`src/rtl/reliable_pkg.sv`:
```
// rtl/reliable_pkg.sv - shared types and frame layout helpers for the reliable-data link
//
// Purpose: state encoding, check-field constants and frame field offsets
//          used by both the sender and the receiver.
// Ports:   none (package).
package reliable_pkg;

    localparam int CHK_W = 8;
    localparam logic [CHK_W-1:0] CRC_POLY = 8'h07;

    typedef enum logic [1:0] {
        IDLE     = 2'd0,
        SEND     = 2'd1,
        WAIT_ACK = 2'd2,
        REPORT   = 2'd3
    } state_t;

    // Frame layout: {seq, payload, chk}, seq in the MSB.
    function automatic int frame_w(input int data_w);
        return data_w + CHK_W + 1;
    endfunction

    function automatic int seq_pos(input int data_w);
        return data_w + CHK_W;
    endfunction

    function automatic int payload_lsb();
        return CHK_W;
    endfunction

endpackage

```
`src/rtl/reliable_chk.sv`:
```
// rtl/reliable_chk.sv - combinational 8-bit check field over a payload
//
// Purpose: computes the frame check field, MSB byte first. Build option
//          RELIABLE_SENDER_CRC_EN selects CRC-8 (poly 0x07, init 0, no
//          reflection, no final XOR); otherwise XOR of all payload bytes.
// Ports:   payload [DATA_W-1:0] in  - payload word (DATA_W multiple of 8)
//          chk     [7:0]        out - check field
module reliable_chk
    import reliable_pkg::*;
#(
    parameter int DATA_W = 16
) (
    input  logic [DATA_W-1:0] payload,
    output logic [CHK_W-1:0]  chk
);

`ifdef RELIABLE_SENDER_CRC_EN
    logic [CHK_W-1:0] crc;
    logic             fb;

    // Bit-serial CRC unrolled over the whole word; MSB of the word is the
    // MSB of the first byte, so walking bits high to low is byte order too.
    always_comb begin
        crc = '0;
        fb  = 1'b0;
        for (int i = DATA_W - 1; i >= 0; i--) begin
            fb  = crc[CHK_W-1] ^ payload[i];
            crc = {crc[CHK_W-2:0], 1'b0} ^ (fb ? CRC_POLY : '0);
        end
        chk = crc;
    end
`else
    always_comb begin
        chk = '0;
        for (int i = 0; i < DATA_W / 8; i++) begin
            chk = chk ^ payload[i*8 +: 8];
        end
    end
`endif

endmodule

```
`src/rtl/reliable_sender.sv`:
```
// rtl/reliable_sender.sv - transmit side of the reliable-data link (stop-and-wait ARQ)
//
// Purpose: frames one payload as {seq, payload, chk}, sends it, waits for
//          ACK/NAK and retransmits on NAK or timeout up to MAX_RETRY times.
//          Check field type follows build option RELIABLE_SENDER_CRC_EN.
// Ports:   clk, rst (async, active high)
//          in_valid/in_data/in_ready        - payload input
//          tx_valid/tx_frame/tx_ready       - frame output to channel
//          ack_valid/ack_nak/ack_seq        - receiver response
//          done/fail                        - one-cycle result pulses
//          retry_cnt                        - retransmissions of current frame
module reliable_sender
    import reliable_pkg::*;
#(
    parameter int DATA_W    = 16,
    parameter int TIMEOUT   = 8,
    parameter int MAX_RETRY = 2
) (
    input  logic                               clk,
    input  logic                               rst,
    input  logic                               in_valid,
    input  logic [DATA_W-1:0]                  in_data,
    output logic                               in_ready,
    output logic                               tx_valid,
    output logic [frame_w(DATA_W)-1:0]         tx_frame,
    input  logic                               tx_ready,
    input  logic                               ack_valid,
    input  logic                               ack_nak,
    input  logic                               ack_seq,
    output logic                               done,
    output logic                               fail,
    output logic [$clog2(MAX_RETRY+1)-1:0]     retry_cnt
);

    localparam int RC_W = $clog2(MAX_RETRY + 1);
    localparam int TM_W = $clog2(TIMEOUT);

    state_t            state, state_n;
    logic              seq;
    logic [DATA_W-1:0] payload_q;
    logic [CHK_W-1:0]  chk_q, chk_w;
    logic [RC_W-1:0]   retry_q;
    logic [TM_W-1:0]   timer_q;
    logic              ok_q;

    logic accept, resend, finish_ok, finish_fail;
    logic resp_match, expired;

    reliable_chk #(.DATA_W(DATA_W)) u_chk (
        .payload (in_data),
        .chk     (chk_w)
    );

    always_ff @(posedge clk or posedge rst) begin
        if (rst) state <= IDLE;
        else     state <= state_n;
    end

    // ACK is tested first so it beats a same-cycle expiry; NAK and expiry
    // share one branch so together they cost a single retry.
    always_comb begin
        state_n     = state;
        accept      = 1'b0;
        resend      = 1'b0;
        finish_ok   = 1'b0;
        finish_fail = 1'b0;
        resp_match  = ack_valid && (ack_seq == seq);
        expired     = (timer_q == TM_W'(TIMEOUT - 1));
        case (state)
            IDLE: begin
                if (in_valid) begin
                    accept  = 1'b1;
                    state_n = SEND;
                end
            end
            SEND: begin
                if (tx_ready) state_n = WAIT_ACK;
            end
            WAIT_ACK: begin
                if (resp_match && !ack_nak) begin
                    finish_ok = 1'b1;
                    state_n   = REPORT;
                end else if ((resp_match && ack_nak) || expired) begin
                    if (retry_q < RC_W'(MAX_RETRY)) begin
                        resend  = 1'b1;
                        state_n = SEND;
                    end else begin
                        finish_fail = 1'b1;
                        state_n     = REPORT;
                    end
                end
            end
            REPORT:  state_n = IDLE;
            default: state_n = IDLE;
        endcase
    end

    always_ff @(posedge clk or posedge rst) begin
        if (rst) begin
            seq       <= 1'b0;
            payload_q <= '0;
            chk_q     <= '0;
            retry_q   <= '0;
            timer_q   <= '0;
            ok_q      <= 1'b0;
        end else begin
            if (accept) begin
                payload_q <= in_data;
                chk_q     <= chk_w;
                retry_q   <= '0;
            end
            if (resend) retry_q <= retry_q + 1'b1;
            if (finish_ok || finish_fail) begin
                seq  <= ~seq;
                ok_q <= finish_ok;
            end
            // Held at zero outside WAIT_ACK, so backpressure in SEND never
            // eats into the response window.
            if (state == WAIT_ACK) timer_q <= timer_q + 1'b1;
            else                   timer_q <= '0;
        end
    end

    assign in_ready  = (state == IDLE);
    assign tx_valid  = (state == SEND);
    assign tx_frame  = {seq, payload_q, chk_q};
    assign done      = (state == REPORT) && ok_q;
    assign fail      = (state == REPORT) && !ok_q;
    assign retry_cnt = retry_q;

endmodule

```
`config.mk`:
```
export PLATFORM = sky130hd
export DESIGN_NAME = reliable_sender
export DESIGN_NICKNAME = d
export VERILOG_FILES = /design/src/rtl/reliable_pkg.sv /design/src/rtl/reliable_chk.sv /design/src/rtl/reliable_sender.sv
export SDC_FILE = /design/constraint.sdc
export NUM_CORES = 1
export LEC_CHECK = 0
export BUFFER_PORTS_ARGS = -buffer_cell sky130_fd_sc_hd__buf_2
export CAP_MARGIN = 5
export CORE_MARGIN = 2
export CORE_UTILIZATION = 25
export CTS_CLUSTER_DIAMETER = 200
export DETAILED_ROUTE_END_ITERATION = 16
export HOLD_SLACK_MARGIN = 0.08
export PLACE_DENSITY = 0.56
export SYNTH_ARGS = -nofsm -noshare
export SYNTH_HDL_FRONTEND = slang
export SYNTH_HIERARCHICAL = 1
export SYNTH_SLANG_ARGS = --single-unit
```
`constraint.sdc`:
```
create_clock -name clk -period 1.9 [get_ports clk]
set_clock_uncertainty 0.15 [all_clocks]
set_input_delay 0.19 -clock clk [delete_from_list [all_inputs] [get_ports clk]]
set_output_delay 0.19 -clock clk [all_outputs]
set_load 0.01 [all_outputs]
```
; Yosys cells after proc, flatten, opt, wreduce, memory -nomap -nowiden
; Cells that the tools add are included.
; Widths: inputs -> output; s select.
[word_totals]
wordCells = 53
in_bits = 23
output_inout_bits = 31
ff_bits = 33
[classes]
n_lt_le_gt_ge = 1
add_sub_neg = 2
bitwise_logic = 2
n_reduce_logical = 12
muxes = 21
n_eq_ne = 8
[ops]
columns = cell, n
row1 = $mux 2, 7
row2 = $mux 1, 12
row3 = $pmux 2 s4, 1
row4 = $xor 8x8->8, 1
row5 = $logic_and 1x1->1, 5
row6 = $eq 2x2->1 const B, 2
row7 = $add 3x1->3 const B, 1
row8 = $eq 3x3->1 const B, 1
row9 = $mux 3, 1
row10 = $ne 3x3->1 const B, 1
row11 = $reduce_and 3->1, 1
row12 = $add 2x1->2 const B, 1
row13 = $eq 2x1->1 const B, 1
row14 = $logic_not 1->1, 2
row15 = $logic_not 2->1, 1
row16 = $logic_or 1x1->1, 2
row17 = $lt 2x2->1 const B, 1
row18 = $ne 2x1->1 const B, 1
row19 = $ne 2x2->1 const B, 1
row20 = $reduce_bool 2->1, 1
row21 = $eq 1x1->1, 1
row22 = $not 1->1, 1

; Logic depth before layout (Yosys ltp)
; Gate-level depths: netlist (run 1).
[logic_depth]
word_depth = 8
depth_mapped = 6
depth_no_buf = 5

; Modules after synthesis
; The synthesis (run 1) kept the hierarchy.
[by_module_without_submodules]
columns = module, cells_each, area_each_um2, seq_area_each_um2, instances
row1 = reliable_sender, 152, 1405.1, 825.8, 1
row2 = reliable_chk, 8, 70.1, 0.0, 1

; Least setup slack after synthesis (run 1)
; No wires, ideal clock.
[synth_path]
path_kind = reg2reg
startpoint = reg timer_q[0]
endpoint = reg retry_q[0] (netlist: retry_cnt[0])
path_stages_with_launch = 6
arrival_time_ns = 1.203
path_slack_ns = 0.468
cell_sequence = dfrtp_1 -> ha_1 -> ha_1 -> a21boi_1 -> o21ai_2 -> mux2i_1
[synth_via]
elab_chain_cells = 6
word_cells_on_any_way = 7
cone_classes = eq/ne: 1 / mux: 4 / reduce/logical: 2
[synth_rtl]
columns = item, line_no
row1 = "start, declared", reliable_sender.sv:43  ; logic [TM_W-1:0] timer_q;
row2 = "start signal, assigned", reliable_sender.sv:119  ; if (state == WAIT_ACK) timer_q <= timer_q + 1'b1;
row3 = $eq 3x3->1 *, reliable_sender.sv:68  ; expired = (timer_q == TM_W'(TIMEOUT - 1));
row4 = $logic_or 1x1->1 *, reliable_sender.sv:83  ; end else if ((resp_match && ack_nak) || expired) begin
row5 = $mux 1 *, reliable_sender.sv:83
row6 = $mux 1 *, reliable_sender.sv:80  ; if (resp_match && !ack_nak) begin
row7 = $mux 1 *, reliable_sender.sv:69  ; case (state)
row8 = $mux 2 / $reduce_bool 2->1 (equally long branches), -
row9 = "end signal, assigned", reliable_sender.sv:112  ; if (resend) retry_q <= retry_q + 1'b1;
row10 = "end, declared", reliable_sender.sv:42  ; logic [RC_W-1:0] retry_q;
; Mark *: on every way between the ends. The rest lies on a longest branch, timed or not.
; A chain may end at the register's enable or synchronous reset.

; Worst setup path in the final report (run 1)
[layout_path]
startpoint = reg seq
endpoint = reg ok_q
[layout_via]
elab_chain_cells = 8
word_cells_on_any_way = 11
cone_classes = eq/ne: 1 / mux: 5 / reduce/logical: 5
[layout_rtl]
columns = item, line_no
row1 = "start, declared", reliable_sender.sv:39  ; logic seq;
row2 = "start signal, assigned", reliable_sender.sv:114  ; seq <= ~seq;
row3 = $eq 1x1->1 *, reliable_sender.sv:67  ; resp_match = ack_valid && (ack_seq == seq);
row4 = $logic_and 1x1->1 *, reliable_sender.sv:67
row5 = $logic_and 1x1->1, reliable_sender.sv:83
row6 = $logic_or 1x1->1, reliable_sender.sv:83
row7 = $mux 1, reliable_sender.sv:83
row8 = $mux 1, reliable_sender.sv:80
row9 = $mux 1, reliable_sender.sv:69
row10 = $logic_or 1x1->1, reliable_sender.sv:113  ; if (finish_ok || finish_fail) begin
row11 = "end signal, assigned", reliable_sender.sv:115  ; ok_q <= finish_ok;
row12 = "end, declared", reliable_sender.sv:44  ; logic ok_q;
; Marked as above.

==> flow_summary.ini, run 1 <==
[run_status]
status = finished clean

[setup_path]
crit_start = seq
worst-path-stages = 4
critPathMaxStageDelay_ps = 550
crit_family = buffers and inverters
ff2ff_path_depth = 4
cpMaxStageDelayCell = dlygate4sd3_1
critPathKind = register to register
r2r_start = seq
arrival_ps = 1740
critPathRequiredTime_ps = 1960
critPathBufInv = 1
crit_path_end_kind = register
cp_cell_sequence = xnor2_2, nand3_1, dlygate4sd3_1, o21ai_0
path_max_fanout = 5
start_kind = register

[synthesis]
synth-seq-cells = 33
synthCells = 160
netlist.area_leader.share_pct = 55.98
syn_avg_cell_area_um2 = 9.220
ys_types = 30
yosysWarnings = 6
ys_seq_area_share_pct = 55.98
syn_nets = 185
synth_area_leader_cell = dfrtp_1
synth_area_leaders = dfrtp_1 (56%), nand2_1 (20%), xor2_1 (5.3%)
syn-cell-area_um2 = 1475

[sta]
tns_ps = 0
finalCritPeriodShare_pct = 88.64
rsz0062_at_grt = false
setup_viol = 0
slew_headroom_pct = 67.34
fmax_mhz = 593.8
tightest_slew_ps = 488.2
slew_viol_final = 0
worst_slack_ps = 215.9
hold_viol_final = 0
finalCriticalPeriod_ps = 1684

[grt]
antenna_found_initial = 0
grt_pass1_vias = 1172
grt_start_max_net_pins = 34
grt_pass1_wl_um = 5740
overflow = 0
gr-usage-all-layers_pct = 11.83

[clocking]
ctsRootBufferMaster = clkbuf_8
cts_tree = yes
numCtsBuffers = 5
cts-htree-levels = 2
insertion_delay_ps = 280
clkSlewWorstSetupHoldPaths_ps = 70
cts_num_sinks = 33
post-cts-setup-buffer-count = 0
clock_path_buffers = 2

[layout]
fill_cells = 599
drive_gt1_share_pct = 28.69
area_delta_synth_final_pct = 41.48
nets = 261
postLayoutCoreUtil_pct = 37.22
stdcell_area_um2 = 2087
multi_input_area_um2 = 589.3
layout_commonest_cell = nand2_1
regArea_um2 = 825.8
num_antenna_cells = 0
layout_common_cells = nand2_1 (77), buf_2 (53), dfrtp_1 (33)

[floorplan]
die_area_um2 = 6531
coreArea_um2 = 5608
rows = 27
die_h_um = 80.82
io_pins = 54
initial_utilization_pct = 26.31
die_x_um = 80.82

[place]
port-buffer-count = 53
gp_congestion = 0.7417
dp_hpwl_um = 2401
place_area_um2 = 1800
preCtsSetupSlack_ps = 384.2

[routing]
drt_iter0_drc = 53
drc = 0
num_vias = 1269
drt_wl_total_um = 3517
avgRoutedWirePerCell_um = 11.38
ant_nets = 0
viasPerCell = 4.107
first_pass_iters = 4

[power_and_ir_drop]
p_clk_share_pct = 18.4
intPower_w = 0.001727
ir_worst_vdd_mv = 0.3859
p_sw_share_pct = 38.81
powerDensity_nw_per_um2 = 1352
p_leak_nw = 1.154
p_sw_w = 0.001095
power_frac_seq_pct = 42.5
power_frac_comb_pct = 39.1

[min_path]
min_path_cells = 4
worstHoldStart = ack_valid
hold_class = input port to register

[run]
drv_cap = 0
==> registers in the layout (all words and copies together) (netlist names) <==
| register | cells |
|---|---|
| retry_cnt | 2 |
| ok_q | 1 |
| timer_q | 3 |
| state | 2 |
| payload_q | 16 |
| seq | 1 |
| chk_q | 8 |
==> power groups by stage <==
stage          sequential, W  clock [W]  combinational, W
6_report             0.00120   0.000518           0.00110
5_1_grt              0.00124   0.000571           0.00126
4_1_cts              0.00121   0.000533           0.00113
3_5_place_dp         0.00122          0           0.00109
3_3_place_gp         0.00121          0           0.00108
2_1_floorplan        0.00131          0          0.000565
==> what timing repair did <==
item	in CTS	in global routing
hold endpoints to repair	60	0
gates resized for setup	0	0
hold buffers	20	0
==> worst paths after layout <==
path | slack (ps) | to
setup / recovery | 220 | ok_q
hold / removal | 180 | seq
setup reg to reg | 220 | ok_q
hold reg to reg | 290 | timer_q[0]
max in group asynchronous | 910 | payload_q[2]
min in group asynchronous | 380 | payload_q[3]
==> Yosys cell counts <==
cell type and number:
xor2_1 9, and3_1 1, and2b_1 1, o21ai_1 1
o2111ai_1 1, inv_1 4, a22o_1 1, a21boi_1 1
buf_4 1, nor2b_1 1, and2_1 3, o21bai_1 1
o21ai_2 1, dfrtp_1 33, nand2_1 77, buf_6 2
xnor2_2 1, nand2b_1 1, o21ai_0 2, nor2_1 4
nand3_1 2, a21oi_1 1, and3_4 1, buf_2 3
a21o_1 1, mux2i_1 1, ha_1 2, a211oi_1 1
nand2_2 1, nor2_2 1
==> layout make-up <==
cell class	count	share of cell area, %
Clock inverter	3	0.8393
Sequential cell	33	39.57
Inverter	4	0.7194
Timing Repair Buffer	75	23.02
Clock buffer	5	3.297
Multi-Input combinational cell	117	28.24
Tap cell	72	4.317
==> stage by stage <==
| stage | hold WS [ps] | std cells | total power [W] |
|---|---|---|---|
| global route | 192.1 | 309 | 0.003077 |
| CTS | 179.0 | 309 | 0.002870 |
| global placement | 160.2 | 281 | 0.002294 |
| finish | 181.7 | 309 | 0.002822 |
| detailed placement | 156.4 | 281 | 0.002308 |
| floorplan | 145.4 | 160 | 0.001879 |
==> tightest hold or removal path, stage by stage <==
cell and delay (ps):
buf_2 120, o2111ai_1 120, nand2_1 80, xor2_1 60
==> kinds of logic after synthesis <==
kind of cell	synth area share [%]
adders and majority gates	1.696
DFF	55.98
and+or+nand+nor	25.96
xor gates and xnor gates	6.447
muxes	0.6786
buffers and inverters	4.071
AOI/OAI and AO/OA	5.174
==> per-layer routing <==
layer / wire length (um) / vias up / GRT usage (%) / share of wire (%)
li1: - / 647 / - / -
met1: 1496 / 591 / 14.46 / 43
met2: 1806 / 26 / 19.34 / 51
met3: 151 / 5 / 3.556 / 4.3
met4: 62 / 0 / 5.085 / 1.8
met5: 0 / - / 0 / 0
Note: power is estimated with default switching activity, not from simulation.
==> inputs of run 2 (changes only) <==
--- a/config.mk
+++ b/config.mk
@@ -15,5 +15,4 @@
 export PLACE_DENSITY = 0.56
 export SYNTH_ARGS = -nofsm -noshare
 export SYNTH_HDL_FRONTEND = slang
-export SYNTH_HIERARCHICAL = 1
 export SYNTH_SLANG_ARGS = --single-unit
==> run 2 against run 1 <==
Compared with the run above: wire length down 9.9%; utilization about the same; critical path depth up 1; critical path type unchanged.
==> flow_summary.ini, run 2 <==
[grt]
overflow = 0
gr-usage-all-layers_pct = 11.36
grt_pass1_vias = 1213
grt_pass1_wl_um = 5451
antenna_found_initial = 0
grt_start_max_net_pins = 35

[synthesis]
synth_flop_cell = dfrtp_1
yosysMostFrequentCell = nand2_1
synthCells = 152
syn_nets = 177
async_flop_share_pct = 100.0
yosysWarnings = 0
ys_types = 27
ys_seq_area_share_pct = 58.10
synth_edf_count = 0
syn_avg_cell_area_um2 = 9.351
synth-seq-cells = 33
synth_area_leaders = dfrtp_1 (58%), nand2_1 (16%), xnor2_1 (5.5%)
netlist.area_leader.share_pct = 58.10
synth_common_cells = nand2_1 (62), dfrtp_1 (33), o21ai_0 (10), xnor2_1 (9), nor2_1 (6)
syn-cell-area_um2 = 1421
synth_area_leader_cell = dfrtp_1

[floorplan]
die_x_um = 79.40
die_h_um = 79.40
coreArea_um2 = 5507
die_area_um2 = 6304
initial_utilization_pct = 25.81
io_pins = 54
rows = 27

[sta]
slew_viol_final = 0
fmax_mhz = 604.1
slew_headroom_pct = 71.93
fin_hold_ws_ps = 147.7
finalCriticalPeriod_ps = 1655
finalCritPeriodShare_pct = 87.13
setup_viol = 0
rsz0062_at_grt = false
tns_ps = 0
hold_viol_final = 0
tightest_slew_ps = 421.0

[setup_path]
arrival_ps = 1680
crit_start = timer_q[0]
critPathRequiredTime_ps = 1920
path_max_fanout = 3
crit_path_end_kind = register
r2r_start = timer_q[0]
critPathKind = register to register
start_kind = register
reg2reg_slack_ps = 240

[layout]
largest-register = payload_q
num_antenna_cells = 0
fill_cells = 586
largest_reg_flops = 16
reg_top3 = payload_q x16, chk_q x8, timer_q x3
nets = 254
area_delta_synth_final_pct = 44.37
layout_common_cells = nand2_1 (62), buf_2 (53), dfrtp_1 (33)
layout_commonest_cell = nand2_1
multi_input_area_um2 = 554.3
regArea_um2 = 825.8
drive_gt1_share_pct = 27.39

[clocking]
numCtsBuffers = 5
ctsRootBufferMaster = clkbuf_8
postCtsHoldBufs = 20
cts_tree = yes
clock_path_buffers = 2
clkSlewWorstSetupHoldPaths_ps = 70
cts_num_sinks = 33
post-cts-setup-buffer-count = 0
insertion_delay_ps = 280
post_cts_resized = 0
cts-htree-levels = 2

[place]
gp_congestion = 0.7599
port-buffer-count = 53
dp_hpwl_um = 2172

[power_and_ir_drop]
p_total_w = 0.002751
power_frac_comb_pct = 38.6
ir_worst_vdd_mv = 0.4367
intPower_w = 0.001714
p_sw_share_pct = 37.70
power_frac_seq_pct = 43.2
p_sw_w = 0.001037
powerDensity_nw_per_um2 = 1341
p_clk_share_pct = 18.1
p_leak_nw = 1.106

[min_path]
worstHoldStart = ack_seq
hold_class = input port to register

[run]
drv_cap = 0

[routing]
drt_iter0_drc = 39
avgRoutedWirePerCell_um = 10.50
num_vias = 1233
drc = 0
ant_nets = 0
first_pass_iters = 4
viasPerCell = 4.083
drt_wl_total_um = 3170

[run_status]
status = finished clean
==> run 2: worst max-delay path: stages, from the launching register on <==
cell and delay (ps):
dfrtp_1 380, ha_1 200, ha_1 190, a21boi_0 130, or2_1 250, a32o_1 240
==> run 2: area by class of cell <==
class | instances | share of cell area (%)
clock buffers | 6 | 3.537
flip-flops and latches | 33 | 40.24
clock inverters | 2 | 0.4878
repair buffers | 76 | 23.78
multi-input cells | 110 | 27.01
inverters | 3 | 0.5488
well taps | 72 | 4.390
==> run 2: power groups by stage <==
stage	Combinational, W	Sequential, W	Clock (W)
finish	0.00106	0.00119	0.000499
detailed placement	0.00106	0.00120	0
global placement	0.00105	0.00119	0
floorplan	0.000508	0.00131	0
CTS	0.00109	0.00119	0.000533
global route	0.00122	0.00123	0.000576
==> run 2: kinds of logic (layout without fill, tap and decap cells) <==
| logic type | after synthesis | after routing | share of synthesized area [%] |
|---|---|---|---|
| adders and majority gates | 2 | 2 | 1.760 |
| xor gates and xnor gates | 10 | 10 | 6.162 |
| and+or+nand+nor | 78 | 78 | 22.36 |
| buffers and inverters | 9 | 87 | 2.905 |
| DFF | 33 | 33 | 58.10 |
| muxes | 1 | 1 | 0.7043 |
| AOI/OAI and AO/OA | 19 | 19 | 8.011 |
==> run 2: routing by layer <==
metal | up-vias | track usage (%) | wire length, um
li1 | 636 | - | -
met1 | 555 | 14.14 | 1520
met2 | 37 | 17.54 | 1399
met3 | 5 | 3.846 | 186
met4 | 0 | 5.690 | 63
met5 | - | 0 | 0
==> run 2: metrics by stage <==
stage               util, %  cells  setup WS [ps]  cell area (um^2)
floorplan                 -    152          305.6              1421
global placement      32.13    274          273.7              1769
detailed placement    32.13    274          254.8              1769
CTS                   37.26    302          234.4              2052
global route          37.26    302          151.6              2052
finish                37.26    302          244.6              2052
==> run 2: path summary, 6_finish.rpt <==
path / endpoint / depth (start not counted)
min in group asynchronous: payload_q[5] / 4
worst min-delay path: ok_q / 4
worst max register to register: retry_cnt[1] / 5
worst max-delay path: retry_cnt[1] / 5
worst min register to register: timer_q[0] / 1
max in group asynchronous: chk_q[0] / 4
